`config.mk`:
```
export PLATFORM = sky130hd
export DESIGN_NAME = timer_mc_flat
export DESIGN_NICKNAME = d
export VERILOG_FILES = /design/src/rtl/timer_pkg.sv /design/src/rtl/timer_mc_if.sv /design/src/rtl/timer_ch.sv /design/src/rtl/timer_mc.sv /design/src/flat_wrapper.sv
export SDC_FILE = /design/constraint.sdc
export NUM_CORES = 1
export LEC_CHECK = 0
export BUFFER_PORTS_ARGS = -buffer_cell sky130_fd_sc_hd__buf_2
export CORE_UTILIZATION = 35
export DETAILED_ROUTE_END_ITERATION = 7
export PLACE_DENSITY = 0.53
export RECOVER_POWER = 100
export SYNTH_ARGS = -nofsm -noshare
export SYNTH_HDL_FRONTEND = slang
export SYNTH_SLANG_ARGS = --single-unit
export TNS_END_PERCENT = 30
```
`constraint.sdc`:
```
create_clock -name hclk -period 3.38 [get_ports hclk]
set_input_delay 0.507 -clock hclk [delete_from_list [all_inputs] [get_ports hclk]]
set_output_delay 0.507 -clock hclk [all_outputs]
set_load 0.02 [all_outputs]
```
`src/rtl/timer_pkg.sv`:
```
// Shared constants for the multi-channel timer: channel mode encodings and
// default widths used by the interface, channel and top.
package timer_pkg;

    localparam logic MODE_PERIODIC = 1'b0;
    localparam logic MODE_ONESHOT  = 1'b1;

    localparam int NUM_CH_DEF = 4;
    localparam int CNT_W_DEF  = 32;
    localparam int PSC_W_DEF  = 16;

endpackage

```
`src/rtl/timer_mc_if.sv`:
```
// Configuration/control and status bundle between the register slave (master)
// and the timer block (slave). Per-channel fields are flattened, channel i at [i*W +: W].
interface timer_mc_if
    import timer_pkg::*;
#(
    parameter int NUM_CH = NUM_CH_DEF,
    parameter int CNT_W  = CNT_W_DEF,
    parameter int PSC_W  = PSC_W_DEF
);
    logic [NUM_CH-1:0]       ch_en;
    logic [NUM_CH-1:0]       ch_rst;
    logic [NUM_CH-1:0]       ch_mode;
    logic [NUM_CH*PSC_W-1:0] ch_psc;
    logic [NUM_CH*CNT_W-1:0] ch_reload;
    logic [NUM_CH*CNT_W-1:0] ch_cmp;
    logic [NUM_CH-1:0]       irq_clr;
    logic [NUM_CH-1:0]       ch_irq;
    logic [NUM_CH-1:0]       ch_running;
    logic [NUM_CH*CNT_W-1:0] ch_cnt;
    logic [NUM_CH-1:0]       pwm_out;

    modport master (
        output ch_en, ch_rst, ch_mode, ch_psc, ch_reload, ch_cmp, irq_clr,
        input  ch_irq, ch_running, ch_cnt, pwm_out
    );

    modport slave (
        input  ch_en, ch_rst, ch_mode, ch_psc, ch_reload, ch_cmp, irq_clr,
        output ch_irq, ch_running, ch_cnt, pwm_out
    );
endinterface

```
`src/rtl/timer_ch.sv`:
```
// One timer channel: prescaler, reloadable up-counter, sticky irq and compare PWM.
// Config is sampled into shadows only at enable, channel clear and periodic wrap.
module timer_ch
    import timer_pkg::*;
#(
    parameter int CNT_W = CNT_W_DEF,
    parameter int PSC_W = PSC_W_DEF
) (
    input  logic             hclk,
    input  logic             hresetn,
    input  logic             en,
    input  logic             clr,
    input  logic             mode,
    input  logic [PSC_W-1:0] psc,
    input  logic [CNT_W-1:0] reload,
    input  logic [CNT_W-1:0] cmp,
    input  logic             irq_clr,
    output logic             irq,
    output logic             running,
    output logic [CNT_W-1:0] cnt,
    output logic             pwm
);
    localparam logic [CNT_W-1:0] CNT_ONE = {{(CNT_W-1){1'b0}}, 1'b1};
    localparam logic [PSC_W-1:0] PSC_ONE = {{(PSC_W-1){1'b0}}, 1'b1};

    logic             en_d_r, running_r, irq_r, pwm_r;
    logic [CNT_W-1:0] cnt_r, reload_sh_r, cmp_sh_r;
    logic [PSC_W-1:0] psc_cnt_r, psc_sh_r;

    logic             tick_s, term_s, rise_s, load_sh_s;
    logic             running_nx_s, irq_nx_s, pwm_nx_s;
    logic [CNT_W-1:0] cnt_nx_s;
    logic [PSC_W-1:0] psc_nx_s;

    // Next-state: clear beats disable beats enable-edge beats tick; a terminal irq beats irq_clr.
    always_comb begin
        tick_s       = running_r & (psc_cnt_r == psc_sh_r);
        term_s       = tick_s & (cnt_r == reload_sh_r);
        rise_s       = en & ~en_d_r;
        running_nx_s = running_r;
        cnt_nx_s     = cnt_r;
        psc_nx_s     = psc_cnt_r;
        load_sh_s    = 1'b0;
        irq_nx_s     = irq_r & ~irq_clr;
        if (clr) begin
            cnt_nx_s     = {CNT_W{1'b0}};
            psc_nx_s     = {PSC_W{1'b0}};
            running_nx_s = en;
            load_sh_s    = 1'b1;
            irq_nx_s     = 1'b0;
        end else if (!en) begin
            cnt_nx_s     = {CNT_W{1'b0}};
            psc_nx_s     = {PSC_W{1'b0}};
            running_nx_s = 1'b0;
        end else if (rise_s) begin
            cnt_nx_s     = {CNT_W{1'b0}};
            psc_nx_s     = {PSC_W{1'b0}};
            running_nx_s = 1'b1;
            load_sh_s    = 1'b1;
        end else if (tick_s) begin
            psc_nx_s = {PSC_W{1'b0}};
            if (term_s) begin
                irq_nx_s = 1'b1;
                if (mode == MODE_ONESHOT) begin
                    running_nx_s = 1'b0;
                end else begin
                    cnt_nx_s  = {CNT_W{1'b0}};
                    load_sh_s = 1'b1;
                end
            end else begin
                cnt_nx_s = cnt_r + CNT_ONE;
            end
        end else if (running_r) begin
            psc_nx_s = psc_cnt_r + PSC_ONE;
        end else begin
            psc_nx_s = psc_cnt_r;
        end
        // PWM lags the counter by one cycle and is forced low whenever the channel stops.
        pwm_nx_s = running_nx_s & running_r & ~clr & (cnt_r < cmp_sh_r);
    end

    // Channel state and shadow registers.
    always_ff @(posedge hclk or negedge hresetn) begin
        if (!hresetn) begin
            en_d_r      <= 1'b0;
            running_r   <= 1'b0;
            irq_r       <= 1'b0;
            pwm_r       <= 1'b0;
            cnt_r       <= {CNT_W{1'b0}};
            psc_cnt_r   <= {PSC_W{1'b0}};
            psc_sh_r    <= {PSC_W{1'b0}};
            reload_sh_r <= {CNT_W{1'b0}};
            cmp_sh_r    <= {CNT_W{1'b0}};
        end else begin
            en_d_r    <= en;
            running_r <= running_nx_s;
            irq_r     <= irq_nx_s;
            pwm_r     <= pwm_nx_s;
            cnt_r     <= cnt_nx_s;
            psc_cnt_r <= psc_nx_s;
            if (load_sh_s) begin
                psc_sh_r    <= psc;
                reload_sh_r <= reload;
                cmp_sh_r    <= cmp;
            end
        end
    end

    assign irq     = irq_r;
    assign running = running_r;
    assign cnt     = cnt_r;
    assign pwm     = pwm_r;

endmodule

```
`src/rtl/timer_mc.sv`:
```
// Multi-channel timer top: NUM_CH independent timer_ch instances, each wired
// to its own slice of the flattened configuration and status buses.
module timer_mc
    import timer_pkg::*;
#(
    parameter int NUM_CH = NUM_CH_DEF,
    parameter int CNT_W  = CNT_W_DEF,
    parameter int PSC_W  = PSC_W_DEF
) (
    input logic       hclk,
    input logic       hresetn,
    timer_mc_if.slave bus
);
    logic [NUM_CH-1:0]       irq_s, running_s, pwm_s;
    logic [NUM_CH*CNT_W-1:0] cnt_s;

    for (genvar i = 0; i < NUM_CH; i++) begin : g_ch
        timer_ch #(
            .CNT_W (CNT_W),
            .PSC_W (PSC_W)
        ) u_ch (
            .hclk    (hclk),
            .hresetn (hresetn),
            .en      (bus.ch_en[i]),
            .clr     (bus.ch_rst[i]),
            .mode    (bus.ch_mode[i]),
            .psc     (bus.ch_psc[i*PSC_W +: PSC_W]),
            .reload  (bus.ch_reload[i*CNT_W +: CNT_W]),
            .cmp     (bus.ch_cmp[i*CNT_W +: CNT_W]),
            .irq_clr (bus.irq_clr[i]),
            .irq     (irq_s[i]),
            .running (running_s[i]),
            .cnt     (cnt_s[i*CNT_W +: CNT_W]),
            .pwm     (pwm_s[i])
        );
    end

    assign bus.ch_irq     = irq_s;
    assign bus.ch_running = running_s;
    assign bus.ch_cnt     = cnt_s;
    assign bus.pwm_out    = pwm_s;

endmodule
```
`src/flat_wrapper.sv`:
```
// flat-port wrapper written by rule: the top's interface ports become plain ports
module timer_mc_flat import timer_pkg::*;
#(
    parameter int NUM_CH = NUM_CH_DEF,
    parameter int CNT_W  = CNT_W_DEF,
    parameter int PSC_W  = PSC_W_DEF
)
  (hclk, hresetn, bus_ch_en, bus_ch_rst, bus_ch_mode, bus_ch_psc, bus_ch_reload, bus_ch_cmp, bus_irq_clr, bus_ch_irq, bus_ch_running, bus_ch_cnt, bus_pwm_out);
  timer_mc_if #(.NUM_CH(NUM_CH), .CNT_W(CNT_W), .PSC_W(PSC_W)) bus_i ();
  input logic hclk;
  input logic hresetn;
  input wire logic [$bits(bus_i.ch_en)-1:0] bus_ch_en;
  input wire logic [$bits(bus_i.ch_rst)-1:0] bus_ch_rst;
  input wire logic [$bits(bus_i.ch_mode)-1:0] bus_ch_mode;
  input wire logic [$bits(bus_i.ch_psc)-1:0] bus_ch_psc;
  input wire logic [$bits(bus_i.ch_reload)-1:0] bus_ch_reload;
  input wire logic [$bits(bus_i.ch_cmp)-1:0] bus_ch_cmp;
  input wire logic [$bits(bus_i.irq_clr)-1:0] bus_irq_clr;
  output wire logic [$bits(bus_i.ch_irq)-1:0] bus_ch_irq;
  output wire logic [$bits(bus_i.ch_running)-1:0] bus_ch_running;
  output wire logic [$bits(bus_i.ch_cnt)-1:0] bus_ch_cnt;
  output wire logic [$bits(bus_i.pwm_out)-1:0] bus_pwm_out;
  assign bus_i.ch_en = bus_ch_en;
  assign bus_i.ch_rst = bus_ch_rst;
  assign bus_i.ch_mode = bus_ch_mode;
  assign bus_i.ch_psc = bus_ch_psc;
  assign bus_i.ch_reload = bus_ch_reload;
  assign bus_i.ch_cmp = bus_ch_cmp;
  assign bus_i.irq_clr = bus_irq_clr;
  assign bus_ch_irq = bus_i.ch_irq;
  assign bus_ch_running = bus_i.ch_running;
  assign bus_ch_cnt = bus_i.ch_cnt;
  assign bus_pwm_out = bus_i.pwm_out;
  timer_mc #(.NUM_CH(NUM_CH), .CNT_W(CNT_W), .PSC_W(PSC_W)) u_core (.hclk(hclk), .hresetn(hresetn), .bus(bus_i));
endmodule
```
### Word level (Yosys, flattened, before mapping)

Index checks and enable logic that the tools add are counted.

| storage, ports and cells | value |
|---|---|
| register bits after elaboration | 528 |

| operators by class | value |
|---|---|
| $add $sub $neg | 8 |
| order comparisons | 4 |
| eq/ne operators | 20 |
| mux-type cells | 112 |
| bitwise gates (word level) | 40 |
| reduce and logical (&&, ||, !) cells | 4 |

Operators by type and width:

| cell | number |
|---|---|
| $mux W32 | 24 |
| $mux W16 | 20 |
| $add A32 B1 Y32 const B | 4 |
| $eq A32 B32 Y1 | 4 |
| $lt A32 B32 Y1 | 4 |
| $mux W1 | 68 |
| $add A16 B1 Y16 const B | 4 |
| $eq A16 B16 Y1 | 4 |
| $and A1 B1 Y1 | 28 |
| $ne A5 B1 Y1 const B | 4 |
| $ne A5 B4 Y1 const B | 4 |
| $ne A4 B1 Y1 const B | 4 |
| $not A1 Y1 | 12 |
| $reduce_and A2 Y1 | 4 |

### Logic depth before layout (Yosys ltp)

Gate-level depths: netlist (run 1).

| depth | value |
|---|---|
| word-level depth | 11 |
| mapped depth | 10 |
| gate-level depth less buffers | 9 |

### Cells and area by module

From an unflattened synthesis (run 1), not the netlist that was laid out.

| second synthesis, totals | value |
|---|---|
| cells, all modules | 2,674 |
| area total of the unflattened synthesis | 29,091.7 um2 |

By module, submodules not included:

| module | times used | cells each | area each (um2) | sequential area each (um2) |
|---|---|---|---|---|
| timer_ch at u_core.g_ch[0].u_ch ... | 3 | 674 | 7,322.0 | 3,303.2 |
| timer_ch at u_core.g_ch[3].u_ch | 1 | 652 | 7,125.6 | 3,303.2 |

### Worst setup path after synthesis (run 1)

No wires, ideal clock.

| timing | value |
|---|---|
| path kind | register to register |
| from | reg u_core.g_ch[2].u_ch.cnt_r[28] |
| to | reg u_core.g_ch[2].u_ch.cmp_sh_r[10] |
| arrival time | 2.578 ns |
| slack | 0.675 ns |
| cell stages (with the launch flop) | 11 |
| buffers on the path | 3 |
| cell sequence | dfrtp_1 -> clkbuf_1 -> xor2_1 -> nor4_1 -> nand4_1 -> or2_2 -> clkbuf_1 -> o31ai_2 -> a21oi_1 -> buf_2 -> mux2_1 |

| between the ends | value |
|---|---|
| word-level cells in the longest chain between the ends | 7 |

RTL lines:

| what | line | RTL |
|---|---|---|
| start, declared | timer_ch.sv:27 | `logic [CNT_W-1:0] cnt_r, reload_sh_r, cmp_sh_r;` |
| start signal, assigned | timer_ch.sv:89 | `cnt_r <= {CNT_W{1'b0}};` |
| start signal, assigned | timer_ch.sv:99 | `cnt_r <= cnt_nx_s;` |
| $eq A32 B32 Y1 | timer_ch.sv:38 | `term_s = tick_s & (cnt_r == reload_sh_r);` |
| $and A1 B1 Y1 | timer_ch.sv:38 |  |
| $mux W1 | timer_ch.sv:62 | `if (term_s) begin` |
| $mux W1 | timer_ch.sv:60 | `end else if (tick_s) begin` |
| $mux W1 | timer_ch.sv:55 | `end else if (rise_s) begin` |
| $mux W1 | timer_ch.sv:51 | `end else if (!en) begin` |
| $mux W1 | timer_ch.sv:45 | `if (clr) begin` |
| end signal, assigned | timer_ch.sv:93 | `cmp_sh_r <= {CNT_W{1'b0}};` |
| end signal, assigned | timer_ch.sv:104 | `cmp_sh_r <= cmp;` |
| end, declared | timer_ch.sv:27 |  |

No other way between the ends.
A chain may end at the register's enable or synchronous reset.

### Worst setup path after layout (run 1)

| timing | value |
|---|---|
| from | reg u_core.g_ch[0].u_ch.cnt_r[9] |
| to | reg u_core.g_ch[0].u_ch.cmp_sh_r[17] |

| between the ends | value |
|---|---|
| word-level cells in the longest chain between the ends | 7 |

RTL lines:

| what | line |
|---|---|
| start, declared | timer_ch.sv:27 |
| start signal, assigned | timer_ch.sv:89 |
| start signal, assigned | timer_ch.sv:99 |
| $eq A32 B32 Y1 | timer_ch.sv:38 |
| $and A1 B1 Y1 | timer_ch.sv:38 |
| $mux W1 | timer_ch.sv:62 |
| $mux W1 | timer_ch.sv:60 |
| $mux W1 | timer_ch.sv:55 |
| $mux W1 | timer_ch.sv:51 |
| $mux W1 | timer_ch.sv:45 |
| end signal, assigned | timer_ch.sv:93 |
| end signal, assigned | timer_ch.sv:104 |
| end, declared | timer_ch.sv:27 |

No other way between the ends.

==> run_results.csv, run 1 <==
group,metric,value,unit
clock_network,cts_tree,"yes",
timing,finalMaxSlewViolations,65,
timing,finalSetupViolCount,0,
layout,regArea,0.0132,mm^2
worst_setup_path,path_max_fanout,80,
placement,routabilityCongestion,0.853,
grt,antenna_found_initial,7,
floorplanning,rows,103,
timing,fin_ws,180,ps
timing,rsz0062_at_grt,"true",
timing,max_slew_margin,-47.0,%
grt,track_usage,20.3,%
worst_hold_path,min_path_type,"in2reg",
pwr,power.share.combinational,9.5,%
clock_network,clk_pin_slew,60,ps
timing,layout_min_cycle_time,3200,ps
worst_setup_path,r2r_slack,180,ps
worst_setup_path,cp.arrival,3670,ps
layout,finalNonFillerCells,4290,
worst_setup_path,crit_end,"u_core.g_ch[0].u_ch.cmp_sh_r[17]",
timing,clock_skew,35.1,ps
grt,overflow,0,
timing,worst_pin_slew,2200,ps
logic_synthesis,syn_inst,2601,
pwr,swShare,24.5,%
worst_hold_path,hold_depth,1,
worst_setup_path,startpoint_type,"register",
worst_setup_path,cp-end-kind,"register",
logic_synthesis,synth-edff-count,0,
layout,fillers,7733,
logic_synthesis,synth_area_per_cell,10.8,um^2
floorplanning,io_pins,478,
pwr,pwr-share-seq,43.4,%
worst_setup_path,max_stage_delay,630,ps
clock_network,cts_setup_buffers,0,
clock_network,cts.sinks,528,
pwr,p_int,12.2,mW
clock_network,cts_buffers,67,
layout,final_layout_size_suffix_gt1_share,26.3,%
placement,place_inst,4163,
placement,portBuffers,477,
timing,fmax,312,MHz
placement,place_hpwl,62700,um
worst_setup_path,critPathTopFamily,"simple AND/OR/NAND/NOR gates",
logic_synthesis,synth-async-reset-ratio,100,%
worst_setup_path,cp.depth,7,
timing,setup_tns,0,ps
worst_setup_path,r2r-start,"u_core.g_ch[0].u_ch.cnt[9]",
pwr,power-per-cell-area,466,mW/mm^2
routing,antenna_left,0,
layout,multi_input_area,0.0139,mm^2
worst_setup_path,path_cells,"xor2_1 -> nor4_1 -> nand4_1 -> o41ai_1 -> a21oi_4 -> buf_12 -> mux2_2",
floorplanning,start_util,35.5,%
routing,dr.first_iter.drc_count,1302,
logic_synthesis,synth_area,0.0282,mm^2
routing,drc,0,
pwr,ir_worst_vdd,0.000359,V
pwr,p_clk_share,47.1,%
logic_synthesis,yosysSeqAreaShare,46.9,%
layout,area_delta_synth_final,22.9,%
worst_setup_path,crit_start,"u_core.g_ch[0].u_ch.cnt[9]",
routing,routed-via-count,22100,
worst_setup_path,r2r_end,"u_core.g_ch[0].u_ch.cmp_sh_r[17]",
run,maxCapViolations,1,
worst_setup_path,crit_slowest_cell,"o41ai_1",
grt,grt_pass1_wl,132000,um
routing,vias_per_cell,5.15,
logic_synthesis,synth_cell_types,71,
grt,grt_max_degree,81,
logic_synthesis,synthFlopType,"dfrtp_1",
floorplanning,die_x,286,um
routing,routedWlPerCell,19.3,um
clock_network,cts_resized,0,
logic_synthesis,synth-seq-cells,528,
layout,final_nets,3653,
routing,firstDrtPassIters,5,
worst_setup_path,critPathKind,"reg2reg",
timing,post-route-period-util,94.7,%
clock_network,clock-root-buffer,"clkbuf_16",
timing,final-hold-violation-count,0,
grt,first_global_vias,23300,
worst_setup_path,cp_num_buf_inv,1,
pwr,power_leakage,16.4,nW
placement,post-place-ws,180,ps
outcome,violations,"max-capacitance violations, max-slew violations",
outcome,status,"finished, violations left",
floorplanning,die-area,0.0817,mm^2
logic_synthesis,yosysWarningCount,0,
floorplanning,core_area,0.0794,mm^2
clock_network,cts.htree.levels,3,
logic_synthesis,syn-num-nets,3071,
clock_network,clockBufferDepth,3,
floorplanning,die_y,286,um
routing,wirelength,82900,um
worst_setup_path,worstRegToRegCells,7,
clock_network,clkLatencyLatePin,610,ps
worst_setup_path,worstPathRequired,3840,ps
pwr,p_sw,3.96,mW
-- synthesized netlist by cell type (all sizes together), types with 5 or more instances --
cell / count / area share, %
a211oi: 10 / 0.27
a21o: 67 / 1.8
a21oi: 77 / 1.4
a22o: 26 / 0.81
and2: 10 / 0.22
and3: 39 / 0.87
and4: 16 / 0.50
buf: 45 / 0.91
clkbuf: 52 / 0.69
dfrtp: 528 / 47
ha: 132 / 5.9
inv: 167 / 2.2
mux2: 324 / 13
nand2: 103 / 1.4
nand2b: 29 / 0.64
nand3: 69 / 1.2
nand4: 83 / 1.8
nor2: 148 / 2.0
nor2b: 25 / 0.55
nor3: 53 / 0.94
nor3b: 6 / 0.16
nor4: 62 / 1.5
nor4b: 16 / 0.52
o211ai: 9 / 0.24
o21a: 5 / 0.13
o21ai: 112 / 2.0
o22ai: 5 / 0.11
o31ai: 14 / 0.39
or2: 17 / 0.38
or3: 24 / 0.55
or4: 16 / 0.44
xnor2: 74 / 2.3
xor2: 189 / 5.9
-- final cells by class --
cell class,count,share of cell area (%)
Timing Repair Buffer,610,9.25
Multi-Input combinational cell,1808,40.2
Sequential cell,528,38.1
Inverter,168,1.82
Clock buffer,95,5.70
Clock inverter,27,1.09
Tap cell,1050,3.79
Antenna cell,4,0.0289
-- logic make-up after synthesis --
| logic type | after synthesis | synth area share, % |
|---|---|---|
| simple gates | 727 | 14.0 |
| buf+inv | 265 | 3.84 |
| xor+xnor | 263 | 8.17 |
| fa+ha+maj | 132 | 5.86 |
| compound gates | 358 | 8.13 |
| flops | 528 | 46.9 |
| mux | 328 | 13.1 |
-- layout by cell type (no fill, tap or decap), types with 10 or more instances in the layout --
cell type	Yosys	final
nor2b_1	25	25
nand2b_1	29	29
nor3_1	53	53
clkbuf_8	0	13
o21ai_0	109	109
nor4_1	59	60
a21oi_1	77	74
inv_1	167	167
a211oi_1	10	10
or2_2	15	15
and4_1	16	16
and2_1	10	10
mux2_1	78	78
or4_1	15	15
mux2_2	246	246
or3_1	23	23
clkbuf_1	52	158
clkinv_2	0	14
nor4b_1	15	15
a21o_1	67	67
nor2_1	148	147
nand4_1	83	83
buf_4	12	81
buf_2	28	364
xor2_1	189	189
ha_1	132	132
and3_1	39	39
o31ai_1	13	13
xnor2_1	74	74
clkbuf_16	0	70
a22o_1	26	26
dfrtp_1	528	528
nand2_1	103	103
nand3_1	69	69
-- per-layer routing --
layer	track usage, %	up-vias	wire length [um]
li1	-	10400	-
met1	26.4	10900	36300
met2	34.1	587	39700
met3	3.44	147	4160
met4	6.78	8	2640
met5	0	-	54
-- metrics by stage --
stage / util (%) / total power, mW / cell area [um^2] / hold WS [ps]
6_report: 43.6 / 16.1 / 34600 / 94.4
2_1_floorplan: - / 7.96 / 28200 / 211
5_1_grt: 43.6 / 16.8 / 34600 / 83.9
3_3_place_gp: 41.1 / 8.63 / 32600 / 477
3_5_place_dp: 41.1 / 8.70 / 32600 / 483
4_1_cts: 44.1 / 16.4 / 35000 / 28.5
-- registers in the layout (all words and copies together) (netlist names), 64 cells and up --
register	count
u_core.g_ch.u_ch.psc_sh_r	64
u_core.g_ch.u_ch.cnt	128
u_core.g_ch.u_ch.cmp_sh_r	128
u_core.g_ch.u_ch.psc_cnt_r	64
u_core.g_ch.u_ch.reload_sh_r	128
-- what timing repair did --
| action | in CTS | in global routing |
|---|---|---|
| hold buffers | 1 | 0 |
| endpoints found under the setup margin | 0 | 1 |
| endpoints found under the hold margin | 59 | 0 |
-- power by group through the flow --
stage | combinational, mW | clock [mW] | sequential (mW)
6_report | 1.53 | 7.60 | 7.01
5_1_grt | 1.72 | 8.04 | 7.06
4_1_cts | 1.58 | 7.81 | 7.01
3_5_place_dp | 1.57 | 0 | 7.13
3_3_place_gp | 1.52 | 0 | 7.11
2_1_floorplan | 0.943 | 0 | 7.02
-- worst min path at each step --
stage | startpoint | end
6_report | bus_ch_en[1] | u_core.g_ch[1].u_ch.en_d_r
3_3_place_gp | u_core.g_ch[2].u_ch.cmp_sh_r[2] | u_core.g_ch[2].u_ch.cmp_sh_r[2]
3_5_place_dp | u_core.g_ch[2].u_ch.cmp_sh_r[28] | u_core.g_ch[2].u_ch.cmp_sh_r[28]
2_1_floorplan | hresetn | u_core.g_ch[0].u_ch.cmp_sh_r[0]
5_1_grt | bus_ch_en[1] | u_core.g_ch[1].u_ch.en_d_r
4_1_cts | bus_ch_en[1] | u_core.g_ch[1].u_ch.en_d_r
Note: power is estimated with default switching activity, not from simulation.
==> run 2: changes to the inputs <==
--- a/config.mk
+++ b/config.mk
@@ -7,6 +7,7 @@
 export LEC_CHECK = 0
 export BUFFER_PORTS_ARGS = -buffer_cell sky130_fd_sc_hd__buf_2
 export CORE_UTILIZATION = 35
+export CTS_BUF_LIST = sky130_fd_sc_hd__clkbuf_8 sky130_fd_sc_hd__clkbuf_16
 export DETAILED_ROUTE_END_ITERATION = 7
 export PLACE_DENSITY = 0.53
 export RECOVER_POWER = 100
==> run_results.csv, run 2 (same netlist as run 1, synthesis figures left out) <==
group,metric,value,unit
outcome,status,"finished, violations left",
pwr,ir_worst_vdd,0.000359,V
worst_hold_path,holdCritStartpoint,"bus_ch_en[1]",
routing,antenna_left,0,
routing,routedWlPerCell,19.3,um
routing,drc,0,
routing,routed-via-count,22100,
routing,dr.first_iter.drc_count,1306,
placement,place_hpwl,62700,um
routing,vias_per_cell,5.15,
worst_setup_path,crit_start,"u_core.g_ch[0].u_ch.cnt[9]",
worst_setup_path,path_max_fanout,80,
placement,portBuffers,477,
layout,final_layout_size_suffix_gt1_share,26.3,%
run,maxCapViolations,1,
clock_network,cts.htree.levels,3,
floorplanning,io_pins,478,
timing,layout_min_cycle_time,3210,ps
clock_network,cts.sinks,528,
pwr,power_leakage,16.4,nW
layout,final_common_cell,"dfrtp_1",
clock_network,cts_resized,0,
floorplanning,die_y,286,um
grt,grt_pass1_wl,132000,um
routing,firstDrtPassIters,5,
worst_setup_path,max_stage_delay,630,ps
pwr,power,16.1,mW
outcome,violations,"max-capacitance violations, max-slew violations",
timing,rsz0062_at_grt,"true",
timing,finalMaxSlewViolations,65,
worst_setup_path,cp-end-kind,"register",
clock_network,clk_pin_slew,60,ps
timing,finalSetupViolCount,0,
grt,track_usage,20.3,%
timing,max_slew_margin,-47.4,%
layout,fillers,7733,
floorplanning,core_area,0.0794,mm^2
worst_setup_path,startpoint_type,"register",
timing,setup_tns,0,ps
worst_setup_path,cp_num_buf_inv,1,
grt,overflow,0,
grt,first_global_vias,23300,
timing,clock_skew,33.3,ps
pwr,p_sw,3.96,mW
floorplanning,die_x,286,um
pwr,p_clk_share,47.0,%
timing,post-route-period-util,95.1,%
timing,fmax,311,MHz
pwr,power.share.combinational,9.5,%
clock_network,clock-root-buffer,"clkbuf_16",
timing,worst_pin_slew,2210,ps
worst_setup_path,worstPathRequired,3840,ps
clock_network,cts_buffers,67,
floorplanning,die-area,0.0817,mm^2
layout,final_nets,3653,
clock_network,clockBufferDepth,3,
grt,grt_max_degree,81,
routing,wirelength,82900,um
worst_setup_path,path_cells,"xor2_1 -> nor4_1 -> nand4_1 -> o41ai_1 -> a21oi_4 -> buf_12 -> mux2_2",
layout,layout_common_cells,"528 x dfrtp_1, 364 x buf_2, 246 x mux2_2, 189 x xor2_1, 179 x inv_1",
floorplanning,start_util,35.5,%
placement,routabilityCongestion,0.853,
floorplanning,rows,103,
layout,area_delta_synth_final,22.9,%
pwr,p_int,12.2,mW
worst_setup_path,r2r-start,"u_core.g_ch[0].u_ch.cnt[9]",
worst_hold_path,min_path_type,"in2reg",
pwr,swShare,24.6,%
pwr,pwr-share-seq,43.5,%
clock_network,clkLatencyLatePin,610,ps
pwr,power-per-cell-area,465,mW/mm^2
worst_setup_path,critPathKind,"reg2reg",
worst_setup_path,cp.arrival,3680,ps
clock_network,cts_tree,"yes",
worst_setup_path,critPathTopFamily,"simple AND/OR/NAND/NOR gates",
timing,final-hold-violation-count,0,
grt,antenna_found_initial,7,
worst_setup_path,crit_slowest_cell,"o41ai_1",
==> run 2: changes by cell type in the layout (fill, tap and decap cells not counted) <==
cell,change
clkbuf_1,-12
inv_1,+12
==> run 2: power groups by stage <==
stage	combinational [mW]	clock, mW	sequential, mW
finish	1.53	7.56	7.01
global route	1.72	8.01	7.06
CTS	1.58	7.77	7.01
detailed placement	1.57	0	7.13
global placement	1.52	0	7.11
floorplan	0.943	0	7.02
==> run 2: metal layers <==
| layer | up-vias | global-route usage [%] | part of all wire [%] |
|---|---|---|---|
| li1 | 10400 | - | - |
| met1 | 10900 | 26.4 | 44 |
| met2 | 563 | 34.1 | 48 |
| met3 | 142 | 3.44 | 5.0 |
| met4 | 8 | 6.78 | 3.2 |
| met5 | - | 0 | 0.065 |
==> run 2: metrics by stage <==
stage	worst slack, ps	instance area (um^2)	std cells	util, %	hold WS, ps
2_1_floorplan	675	28200	2601	-	211
3_3_place_gp	249	32600	4163	41.1	477
3_5_place_dp	180	32600	4163	41.1	483
4_1_cts	205	35000	4286	44.1	28.5
5_1_grt	-8.31	34600	4288	43.6	83.9
6_report	165	34600	4290	43.6	93.6
==> run 2: path summary, 6_finish.rpt <==
path | slack (ps) | end | cells past startpoint
setup / recovery | 170 | u_core.g_ch[0].u_ch.cmp_sh_r[17] | 7
hold / removal | 90 | u_core.g_ch[1].u_ch.en_d_r | 1
setup reg to reg | 170 | u_core.g_ch[0].u_ch.cmp_sh_r[17] | 7
hold reg to reg | 490 | u_core.g_ch[2].u_ch.cmp_sh_r[28] | 1
max in group asynchronous | 410 | u_core.g_ch[3].u_ch.reload_sh_r[6] | 4
min in group asynchronous | 1100 | u_core.g_ch[0].u_ch.psc_cnt_r[2] | 2
==> run 2: worst reg2reg max path, delay by kind of cell (launching register included) <==
kind	cells	cell delay [ps]
simple gates	2	1020
flops	1	470
xor+xnor	1	220
buf+inv	1	260
compound gates	2	750
mux	1	370
==> run 2: final cells by class <==
| type | instances | area [um^2] | area share [%] |
|---|---|---|---|
| inverter | 168 | 631 | 1.82 |
| sequential | 528 | 13200 | 38.1 |
| antenna | 4 | 10.0 | 0.0289 |
| clock inverter | 39 | 422 | 1.22 |
| timing repair buffer | 610 | 3210 | 9.25 |
| multi-input combinational | 1808 | 13900 | 40.2 |
| tap | 1050 | 1310 | 3.79 |
| clock buffer | 83 | 1930 | 5.57 |
==> run 2: what timing repair did <==
action / in CTS / in global routing
buffers inserted: 0 / 0
endpoints found under the setup margin: 0 / 1
hold buffers: 1 / 0
endpoints found under the hold margin: 59 / 0
